**src/rtl/cpu_player_pkg.sv**
```systemverilog
// Shared state encoding and helpers for the SubtractSquare CPU opponent.
package cpu_player_pkg;

    typedef enum logic [2:0] {
        BUILD,
        IDLE,
        SEARCH,
        DRIVE,
        RELEASE
    } state_t;

    localparam int MAX_ROOT = 15;

    function automatic logic [7:0] root_sq(input logic [3:0] k);
        logic [7:0] kk;
        kk = {4'b0000, k};
        return kk * kk;
    endfunction

endpackage

```
**src/rtl/cpu_player_losing_table.sv**
```systemverilog
// 256x1 losing-position table: one synchronous write port, one combinational read port.
module losing_table (
    input  logic       clk,
    input  logic       we_i,
    input  logic [7:0] waddr_i,
    input  logic       wdata_i,
    input  logic [7:0] raddr_i,
    output logic       rdata_o
);

    // Contents are not reset; every entry is rewritten by BUILD before it is read.
    logic [255:0] mem_q;

    always_ff @(posedge clk) begin
        if (we_i) begin
            mem_q[waddr_i] <= wdata_i;
        end
    end

    assign rdata_o = mem_q[raddr_i];

endmodule

```
**src/rtl/cpu_player.sv**
```systemverilog
// CPU opponent: builds the losing table after reset, then answers move requests
// with a winning root (or the largest legal root) and a load_input high/low pulse.
module cpu_player #(
    parameter int PULSE_CYCLES = 4
) (
    input  logic       clk,
    input  logic       reset_n,
    input  logic       move_req,
    input  logic [7:0] game_state,
    output logic [3:0] player_input,
    output logic       load_input,
    output logic       busy,
    output logic       table_ready,
    output logic       no_move
);
    import cpu_player_pkg::*;

    localparam logic [7:0] LAST_CNT = 8'(PULSE_CYCLES - 1);

    state_t     state_q;
    logic [7:0] n_q;
    logic [4:0] k_q;
    logic [7:0] s_q;
    logic [7:0] cnt_q;
    logic       pending_q;
    logic [7:0] pend_state_q;
    logic [3:0] player_input_q;
    logic       load_q;
    logic       busy_q;
    logic       ready_q;
    logic       no_move_q;

    logic [7:0] cur_x;
    logic [7:0] sq;
    logic [7:0] rd_addr;
    logic       too_big;
    logic       lose_rd;
    logic       build_end;
    logic       tbl_wdata;
    logic       req_any;
    logic [7:0] req_state;

    // One table lookup serves both BUILD (position n) and SEARCH (position s).
    assign cur_x     = (state_q == BUILD) ? n_q : s_q;
    assign sq        = root_sq(k_q[3:0]);
    assign too_big   = k_q[4] | (sq > cur_x);
    assign rd_addr   = cur_x - sq;
    assign build_end = (state_q == BUILD) && (k_q != 5'd0) &&
                       (too_big || lose_rd || (k_q == 5'(MAX_ROOT)));
    assign tbl_wdata = too_big | ~lose_rd;
    assign req_any   = move_req | pending_q;
    assign req_state = move_req ? game_state : pend_state_q;

    losing_table u_table (
        .clk     (clk),
        .we_i    (build_end),
        .waddr_i (n_q),
        .wdata_i (tbl_wdata),
        .raddr_i (rd_addr),
        .rdata_o (lose_rd)
    );

    always_ff @(posedge clk) begin
        if (!reset_n) begin
            state_q        <= BUILD;
            n_q            <= 8'd0;
            k_q            <= 5'd0;
            s_q            <= 8'd0;
            cnt_q          <= 8'd0;
            pending_q      <= 1'b0;
            pend_state_q   <= 8'd0;
            player_input_q <= 4'd0;
            load_q         <= 1'b0;
            busy_q         <= 1'b0;
            ready_q        <= 1'b0;
            no_move_q      <= 1'b0;
        end else begin
            no_move_q <= 1'b0;
            case (state_q)
                BUILD: begin
                    if (move_req) begin
                        pending_q    <= 1'b1;
                        pend_state_q <= game_state;
                    end
                    if (build_end) begin
                        k_q <= 5'd1;
                        if (n_q == 8'hFF) begin
                            state_q <= IDLE;
                            ready_q <= 1'b1;
                        end else begin
                            n_q <= n_q + 8'd1;
                        end
                    end else begin
                        k_q <= k_q + 5'd1;
                    end
                end
                IDLE: begin
                    if (req_any) begin
                        pending_q <= 1'b0;
                        if (req_state == 8'd0) begin
                            no_move_q <= 1'b1;
                        end else begin
                            s_q     <= req_state;
                            k_q     <= 5'd1;
                            busy_q  <= 1'b1;
                            state_q <= SEARCH;
                        end
                    end
                end
                SEARCH: begin
                    // Roots are tried in ascending order, so k-1 is the largest legal root.
                    if (too_big) begin
                        player_input_q <= 4'(k_q - 5'd1);
                        load_q         <= 1'b1;
                        cnt_q          <= 8'd0;
                        state_q        <= DRIVE;
                    end else if (lose_rd) begin
                        player_input_q <= k_q[3:0];
                        load_q         <= 1'b1;
                        cnt_q          <= 8'd0;
                        state_q        <= DRIVE;
                    end else begin
                        k_q <= k_q + 5'd1;
                    end
                end
                DRIVE: begin
                    if (cnt_q == LAST_CNT) begin
                        load_q  <= 1'b0;
                        cnt_q   <= 8'd0;
                        state_q <= RELEASE;
                    end else begin
                        cnt_q <= cnt_q + 8'd1;
                    end
                end
                RELEASE: begin
                    if (cnt_q == LAST_CNT) begin
                        busy_q  <= 1'b0;
                        cnt_q   <= 8'd0;
                        state_q <= IDLE;
                    end else begin
                        cnt_q <= cnt_q + 8'd1;
                    end
                end
                default: state_q <= BUILD;
            endcase
        end
    end

    assign player_input = player_input_q;
    assign load_input   = load_q;
    assign busy         = busy_q;
    assign table_ready  = ready_q;
    assign no_move      = no_move_q;

endmodule

```
**config.mk**
```make
export PLATFORM = sky130hd
export DESIGN_NAME = cpu_player
export DESIGN_NICKNAME = d
export VERILOG_FILES = /design/src/rtl/cpu_player_pkg.sv /design/src/rtl/cpu_player_losing_table.sv /design/src/rtl/cpu_player.sv
export SDC_FILE = /design/constraint.sdc
export NUM_CORES = 1
export LEC_CHECK = 0
export ABC_AREA = 1
export BUFFER_PORTS_ARGS = -buffer_cell sky130_fd_sc_hd__buf_2
export CORE_MARGIN = 4
export CORE_UTILIZATION = 40
export DETAILED_ROUTE_END_ITERATION = 8
export PLACE_DENSITY = 0.67
export SYNTH_ARGS = -nofsm -noshare
export SYNTH_HDL_FRONTEND = slang
export SYNTH_SLANG_ARGS = --single-unit
```
**constraint.sdc**
```tcl
create_clock -name clk -period 6.6 [get_ports clk]
set_clock_uncertainty 0.05 [all_clocks]
set_input_delay 0.66 -clock clk [delete_from_list [all_inputs] [get_ports clk]]
set_output_delay 0.66 -clock clk [all_outputs]
set_load 0.02 [all_outputs]
```
Word-level counts from Yosys, hierarchy flattened
Cells that the tools add are included.
{"block": "word_totals", "in_bits": 11, "wordCells": 111, "out_inout_bits": 8, "register_bits": 305}
{"block": "classes", "n_reduce_logical": 26, "bitwise_logic": 6, "mux": 39, "n_eq_ne": 17, "magnitude_cmp": 4, "mul": 1, "add_sub_neg": 5}
{"operator": "bitwise mux 256 bit", "count": 1}
{"operator": "two-way mux 8 bit", "count": 5}
{"operator": "two-way mux 5 bit", "count": 5}
{"operator": "two-way mux 3 bit", "count": 8}
{"operator": "less-than comparator 8 x 9 -> 1 bit (second input constant)", "count": 2}
{"operator": "AND reduction 3 bit", "count": 6}
{"operator": "adder 8 x 1 -> 8 bit (second input constant)", "count": 2}
{"operator": "!= test 2 bit (second input constant)", "count": 8}
{"operator": "case mux 8 bit (2 select lines)", "count": 1}
{"operator": "case mux 3 bit (5 select lines)", "count": 1}
{"operator": "case mux 5 bit (3 select lines)", "count": 1}
{"operator": "two-way mux 1 bit", "count": 10}
{"operator": "nonzero test 2 bit", "count": 5}
{"operator": "binary-select mux 1 bit (select 8 bit)", "count": 1}
{"operator": "demux 1 bit (select 8 bit)", "count": 1}
{"operator": "equality test 8 x 2 -> 1 bit (second input constant)", "count": 1}
{"operator": "equality test 8 bit (second input constant)", "count": 1}
{"operator": ">= comparator 8 x 1 -> 1 bit (second input constant)", "count": 1}
{"operator": "greater-than comparator 8 bit", "count": 1}
{"operator": "zero test 8 bit", "count": 1}
{"operator": "multiplier 4 x 4 -> 8 bit", "count": 1}
{"operator": "two-way mux 4 bit", "count": 2}
{"operator": "subtractor 8 bit", "count": 1}
{"operator": "AND reduction 7 bit", "count": 1}
{"operator": "20 further kinds", "count": 31}

Logic depth before layout (Yosys ltp)
{"block": "logic_depth", "word_depth": 10, "mapped_depth": 29}

Hierarchy
A second synthesis with hierarchy kept.
{"block": "hier_totals", "cells_unflattened": 1625, "area_unflattened_um2": 14747.9}
{"mod": "losing_table", "area_per_inst_um2": 11687.5, "n_inst": 1, "seq_area_each_um2": 7687.4, "cells_per_inst": 1181}
{"mod": "cpu_player", "area_per_inst_um2": 3060.4, "n_inst": 1, "seq_area_each_um2": 980.9, "cells_per_inst": 444}

Worst setup path after synthesis
No wires, ideal clock.
{"block": "synth_path", "path_kind": "register -> register", "from": "register k_q[0]", "to": "register u_table.mem_q[0], data pin", "arrival_time_ps": 5751, "stages_incl_launch_ff": 16, "synth_period_minus_slack_ps": 7323, "setup_ps": 1522, "slack_ps": -723, "path_buffers": 0, "cell_sequence": "dfxtp_1 inv_1 nor2_1 inv_1 fa_1 ha_1 nand2_1 o21ai_2 a21oi_1 or2_1 nand2_1 a21oi_1 o21bai_1 nand2_1 inv_1 nand3_1"}
{"block": "synth_between", "elab_chain_cells": 7, "elab_cells_between_ends": 9, "classes_between": "add/sub: 1; mul: 1; order compare: 1; mux: 3; bitwise: 3"}
{"item": "from (decl)", "line_no": "cpu_player.sv:22", "source": "logic [4:0] k_q;"}
{"item": "from (signal assigned)", "line_no": "cpu_player.sv:94", "source": "k_q <= k_q + 5'd1;"}
{"item": "from (signal assigned)", "line_no": "cpu_player.sv:123", "source": "k_q <= k_q + 5'd1;"}
{"item": "multiplier 4 x 4 -> 8 bit *", "line_no": "cpu_player_pkg.sv:17", "source": "return kk * kk;"}
{"item": "subtractor 8 bit", "line_no": "cpu_player.sv:47", "source": "assign rd_addr = cur_x - sq;"}
{"item": "binary-select mux 1 bit (select 8 bit)", "line_no": "cpu_player_losing_table.sv:20", "source": "assign rdata_o = mem_q[raddr_i];"}
{"item": "two-way mux 1 bit (not written as such)", "line_no": "cpu_player_losing_table.sv:20"}
{"item": "inverter 1 bit", "line_no": "cpu_player.sv:50", "source": "assign tbl_wdata = too_big | ~lose_rd;"}
{"item": "bitwise OR 1 bit *", "line_no": "cpu_player.sv:50"}
{"item": "net tbl_wdata", "line_no": "cpu_player.sv:39", "source": "logic tbl_wdata;"}
{"item": "bitwise mux 256 bit *", "line_no": "cpu_player_losing_table.sv:16", "source": "mem_q[waddr_i] <= wdata_i;"}
{"item": "to (signal, indexed assignment)", "line_no": "cpu_player_losing_table.sv:16"}
{"item": "to (decl)", "line_no": "cpu_player_losing_table.sv:12", "source": "logic [255:0] mem_q;"}
Mark *: on every way through the listed nets, which the timed path passes. The rest lies on a longest branch. The select of a mux whose other input is x is not followed.
A chain may end at the register's enable or synchronous reset.

Final worst setup path
{"block": "layout_path", "from": "register state_q[2]", "to": "register u_table.mem_q[127] (enable)"}
{"block": "layout_between", "elab_chain_cells": 8, "elab_cells_between_ends": 11, "classes_between": "add/sub: 1; order compare: 1; mux: 3; bitwise: 1; reduce/logical: 5"}
{"item": "from (decl)", "line_no": "cpu_player.sv:20", "source": "state_t state_q;"}
{"item": "from (signal assigned)", "line_no": "cpu_player.sv:65", "source": "state_q <= BUILD;"}
{"item": "from (signal assigned)", "line_no": "cpu_player.sv:88", "source": "state_q <= IDLE;"}
{"item": "from (signal assigned)", "line_no": "cpu_player.sv:106", "source": "state_q <= SEARCH;"}
{"item": "zero test 3 bit *", "line_no": "cpu_player.sv:44, cpu_player.sv:48"}
{"item": "two-way mux 8 bit", "line_no": "cpu_player.sv:44", "source": "assign cur_x = (state_q == BUILD) ? n_q : s_q;"}
{"item": "subtractor 8 bit", "line_no": "cpu_player.sv:47"}
{"item": "binary-select mux 1 bit (select 8 bit)", "line_no": "cpu_player_losing_table.sv:20"}
{"item": "two-way mux 1 bit (not written as such)", "line_no": "cpu_player_losing_table.sv:20"}
{"item": "logical OR 1 bit (2 in series)", "line_no": "cpu_player.sv:49", "source": "(too_big || lose_rd || (k_q == 5'(MAX_ROOT)));"}
{"item": "logical AND 1 bit *", "line_no": "cpu_player.sv:48", "source": "assign build_end = (state_q == BUILD) && (k_q != 5'd0) &&"}
Mark *: on every way between the ends. The rest lies on a longest branch, timed or not. The select of a mux whose other input is x is not followed.

==> run summary <==
The flow ran to the end, and the final reports show no timing, DRC or antenna violations. In this run the worst path has a maximum fanout of 63. Post-CTS repair changed the size of 0 cells. The run gives 0 as the antenna cell count.

The multi-input combinational cells in the finished layout cover a total of 5550 µm². The transition time at the pin with the least slew margin is 0.849 ns. The global routing's busiest layer is met2. The tools report the kind of start point of the critical path as a register. Once the floorplan was initialized, standard cells occupied 40.9% of the core.

The layout overhead on the synthesized area is 9.22%. The final routed DRC violation total is 0. Walking the worst path, the cells encountered are nor2_4 -> nand2_2 -> nand2_1 -> o21ai_0 -> ha_4 -> ha_2 -> buf_4 -> o21ai_0 -> o22ai_1 -> nand2_1 -> nand2_1 -> inv_1 -> nand2_1 -> nand3_1 -> nand3_1 -> nand3_1 -> nand3_2 -> nand2_2 -> nand3_4 -> nand2_8 -> inv_2 -> nand2_2 -> nor4_1. The share of the clock period used by the worst path works out to 75.2%. The clock drives 305 sinks. Met1 layer usage reported by global route: 23.4%.

STA puts the critical path data arrival time at 5.18 ns. In this run, distinct cell masters in the synthesized netlist total 47. Setup repair after global routing left no endpoint under its margin. The via count of the first global-routing pass is 11100. The setup TNS after final layout was 0 ns; the number of clock buffers inserted by TritonCTS was 31.

The worst pin sits at a relative slew slack of 43.4%. Number of enable-type register cells in the synthesized netlist: 256. The ratio of cells with drive above 1 in the final layout was 10.5%; the global-route track usage on met2 was 31.2%. Buffers placed on the I/O ports in this run total 18.

The average via count per standard cell is 5.27, and the first-pass GRT wire length is 59900 µm. The total iterations of the first detailed-routing run is 5. Wires add up to 37900 µm. The critical setup path kind is register to register.

The tools report the endpoint kind of the worst setup timing path as a register. Sequential elements use 57.5% of the synthesized area. The non-filler instance count after layout was 2149; the remaining number of nets flagged by the antenna check after routing was 0. The tools report the startpoint of the lowest-slack hold path as game_state[3].

The number of placed instances, taps included, is 2091. Slack of the worst reg-to-reg path: 1.63 ns. The worst hold path terminates at pend_state_q[3]$_SDFFE_PN0P_.

The number of H-tree levels is 1. The logs give 1082 for the DRC violation total after the first TritonRoute iteration and 0.878 for the last weighted congestion value of the routability-driven placer. The final hold violation count was 0; the highest achievable clock rate was 201 MHz.

Among all flip-flop cells after synthesis, the most frequent one is sky130_fd_sc_hd__edfxtp_1. The initial antenna violation count came out at 0. The boundary pin count was 19; the register bit count reported by yosys was 305. The die width is 202 µm. Clock latency on the worst-skew pair, taken at its later pin, is 0.59 ns.

The number of nets in the synthesized netlist is 1685. The slowest stage of the critical path is the sky130_fd_sc_hd__buf_4 cell. The estimated wirelength of the detail-placed design was 22200 µm; the maximum cell stage delay along the critical path was 0.67 ns. The net count of the finished layout is 1654. Synthesized area per cell: 9.13 µm². During synthesis, Yosys emitted a total of 0 warnings. The placed standard-cell area was 15500 µm². The hold-critical path depth is 3. The die covers 40900 µm². TritonCTS built the clock tree. After floorplanning, the core was divided into 70 placement rows.

The tools report the buffer depth of the longest clock path as 3. Met3 layer usage reported by global route: 3.11%. After global routing the overflow that remains totals 0.

For the worst flop-to-flop path, the logic depth is 23. The cell type with the highest occurrence count on the critical path was sky130_fd_sc_hd__nand2_1. The floorplan step set the die height to 202 µm. The beginning of the worst register-to-register path was state_q[2]$_SDFFE_PN0P_.

Setup violations remaining at the end of the flow were counted as 0. The via total after detailed routing was 11300. The share of flip-flops with an asynchronous set or reset after synthesis works out to 0%. The final count of pins violating max slew is 0. The area of the placeable core is 36900 µm². The post-route minimum period is 4.97 ns. After clock tree synthesis, the flow added hold-fix buffers numbering 0. The tightest min-delay check is of the primary input to register type. Post-synthesis instance area: 15100 µm². Number of setup buffers added after CTS: 0.

For this run, the total global-route usage over all layers was measured as 18.2%. Clock-pin slew was measured on the worst setup and hold paths at 0.06 ns. With fillers left out, the area of the finished cells amounts to 16500 µm². For the number of max-cap violations, the log shows 0. The endpoint identified for the worst register-to-register timing path is u_table.mem_q[127]$_DFFE_PP_. The count of fill cells added during filler insertion was 3524. At the worst endpoint, the required time is 6.82 ns. Total area of sequential cells: 8670 µm². After detailed routing, the average wire length per cell comes to 17.6 µm.

The run gives 1651 as the instance count of the mapped netlist. Hold is met by 0.317 ns. Entering global routing, the biggest net connects 109 pins. In this run the clock root is driven by a sky130_fd_sc_hd__clkbuf_16.
==> registers in the layout, indices dropped and copies added (netlist names) <==
name,flops
u_table.mem_q,256
cnt_q,8
n_q,8
pend_state_q,8
s_q,8
k_q,5
player_input,4
state_q,3
busy,1
load_input,1
no_move,1
pending_q,1
table_ready,1
==> synth_stat cells (4+ instances only) <==
cell | n | area, µm²
sky130_fd_sc_hd__nor2_1 | 346 | 1300
sky130_fd_sc_hd__buf_2 | 34 | 170
sky130_fd_sc_hd__nor3_1 | 14 | 70.1
sky130_fd_sc_hd__ha_1 | 22 | 275
sky130_fd_sc_hd__o22ai_1 | 23 | 144
sky130_fd_sc_hd__nand2_1 | 337 | 1260
sky130_fd_sc_hd__nand4_1 | 8 | 50.1
sky130_fd_sc_hd__nor2_2 | 40 | 250
sky130_fd_sc_hd__nand3_1 | 147 | 736
sky130_fd_sc_hd__a21oi_1 | 31 | 155
sky130_fd_sc_hd__inv_1 | 96 | 360
sky130_fd_sc_hd__inv_2 | 4 | 15.0
sky130_fd_sc_hd__buf_4 | 4 | 30.0
sky130_fd_sc_hd__or2_2 | 5 | 31.3
sky130_fd_sc_hd__nand2_2 | 11 | 68.8
sky130_fd_sc_hd__nand3b_1 | 6 | 45.0
sky130_fd_sc_hd__nand2_4 | 14 | 158
sky130_fd_sc_hd__edfxtp_1 | 256 | 7690
sky130_fd_sc_hd__dfxtp_1 | 49 | 981
sky130_fd_sc_hd__clkbuf_1 | 41 | 154
sky130_fd_sc_hd__buf_6 | 13 | 146
sky130_fd_sc_hd__o21ai_0 | 100 | 500
sky130_fd_sc_hd__xor2_1 | 12 | 105
==> layer usage <==
layer,wire (µm),up-vias,share of wire [%]
li1,-,5417,-
met4,1030,0,2.7
met5,0,-,0
met2,18300,368,48
met1,15900,5465,42
met3,2640,80,7.0
==> worst max-delay path: cells and delay by family (launching register included) <==
kind	cells	cell delay [ns]
DFF	1	0.37
AOI/OAI and AO/OA	3	0.58
buffers and inverters	3	0.83
and+or+nand+nor	15	2.24
adders and majority gates	2	0.55
==> cell type report <==
cell class / instances / share of cell area [%]
timing repair buffer: 30 / 1.40
sequential: 305 / 52.7
multi-input combinational: 1150 / 33.7
tap: 504 / 3.83
clock inverter: 8 / 0.334
inverter: 102 / 2.33
clock buffer: 50 / 5.72
==> how the worst max path moves through the flow <==
stage                                        end               startpoint  cells after the start  slack [ns]
CTS                 u_table.mem_q[127]$_DFFE_PP_  state_q[2]$_SDFFE_PN0P_                     23        1.67
floorplan           player_input[0]$_SDFFE_PN0P_      k_q[0]$_SDFFE_PN0P_                     18        1.02
detailed placement  u_table.mem_q[127]$_DFFE_PP_  state_q[2]$_SDFFE_PN0P_                     23        1.69
finish              u_table.mem_q[127]$_DFFE_PP_  state_q[2]$_SDFFE_PN0P_                     23        1.63
global placement    u_table.mem_q[127]$_DFFE_PP_  state_q[2]$_SDFFE_PN0P_                     23        1.79
global route          u_table.mem_q[3]$_DFFE_PP_  state_q[2]$_SDFFE_PN0P_                     23        1.33
==> cell families (layout without fill, tap and decap cells) <==
| group | count (synthesis) | after routing | synth area share [%] |
|---|---|---|---|
| adder cells (fa/ha/maj) | 23 | 23 | 1.96 |
| AND/OR/NAND/NOR | 945 | 945 | 27.7 |
| AO/OA/AOI/OAI | 167 | 167 | 5.92 |
| buffers and inverters | 196 | 190 | 5.91 |
| flip-flops | 305 | 305 | 57.5 |
| XOR/XNOR | 15 | 15 | 0.971 |
==> cell usage in the layout (no fill, tap or decap), types with 2 or more instances in the layout <==
cell,synthesis,final
sky130_fd_sc_hd__nor2_1,346,346
sky130_fd_sc_hd__nand2_1,337,337
sky130_fd_sc_hd__edfxtp_1,256,256
sky130_fd_sc_hd__nand3_1,147,146
sky130_fd_sc_hd__o21ai_0,100,100
sky130_fd_sc_hd__inv_1,96,95
sky130_fd_sc_hd__dfxtp_1,49,49
sky130_fd_sc_hd__nor2_2,40,40
sky130_fd_sc_hd__clkbuf_16,0,32
sky130_fd_sc_hd__a21oi_1,31,31
sky130_fd_sc_hd__o22ai_1,23,23
sky130_fd_sc_hd__ha_1,22,20
sky130_fd_sc_hd__buf_2,34,18
sky130_fd_sc_hd__nand2_4,14,14
sky130_fd_sc_hd__nor3_1,14,14
sky130_fd_sc_hd__xor2_1,12,12
sky130_fd_sc_hd__nand2_2,11,11
sky130_fd_sc_hd__clkinv_2,0,8
sky130_fd_sc_hd__nand4_1,8,8
sky130_fd_sc_hd__clkbuf_1,41,8
sky130_fd_sc_hd__buf_4,4,8
sky130_fd_sc_hd__clkbuf_8,0,7
sky130_fd_sc_hd__nand3b_1,6,6
sky130_fd_sc_hd__or2_2,5,5
sky130_fd_sc_hd__inv_2,4,4
sky130_fd_sc_hd__buf_12,0,4
sky130_fd_sc_hd__nand3_2,3,3
sky130_fd_sc_hd__nand3_4,2,3
sky130_fd_sc_hd__nor2_8,3,3
sky130_fd_sc_hd__nor4_1,3,3
sky130_fd_sc_hd__a31oi_1,3,3
sky130_fd_sc_hd__clkbuf_2,0,3
sky130_fd_sc_hd__nor2_4,2,2
sky130_fd_sc_hd__clkinv_1,2,2
sky130_fd_sc_hd__o21ai_1,2,2
sky130_fd_sc_hd__a211oi_1,2,2
==> metrics by stage <==
step | utilization, % | setup slack [ns]
2_1_floorplan | - | 1.02
3_3_place_gp | 41.9 | 1.79
3_5_place_dp | 41.9 | 1.69
4_1_cts | 44.6 | 1.67
5_1_grt | 44.6 | 1.33
6_report | 44.6 | 1.63
Power is not shown: default switching activity piles up to over one toggle a cycle in this logic, so the estimate is an artifact.
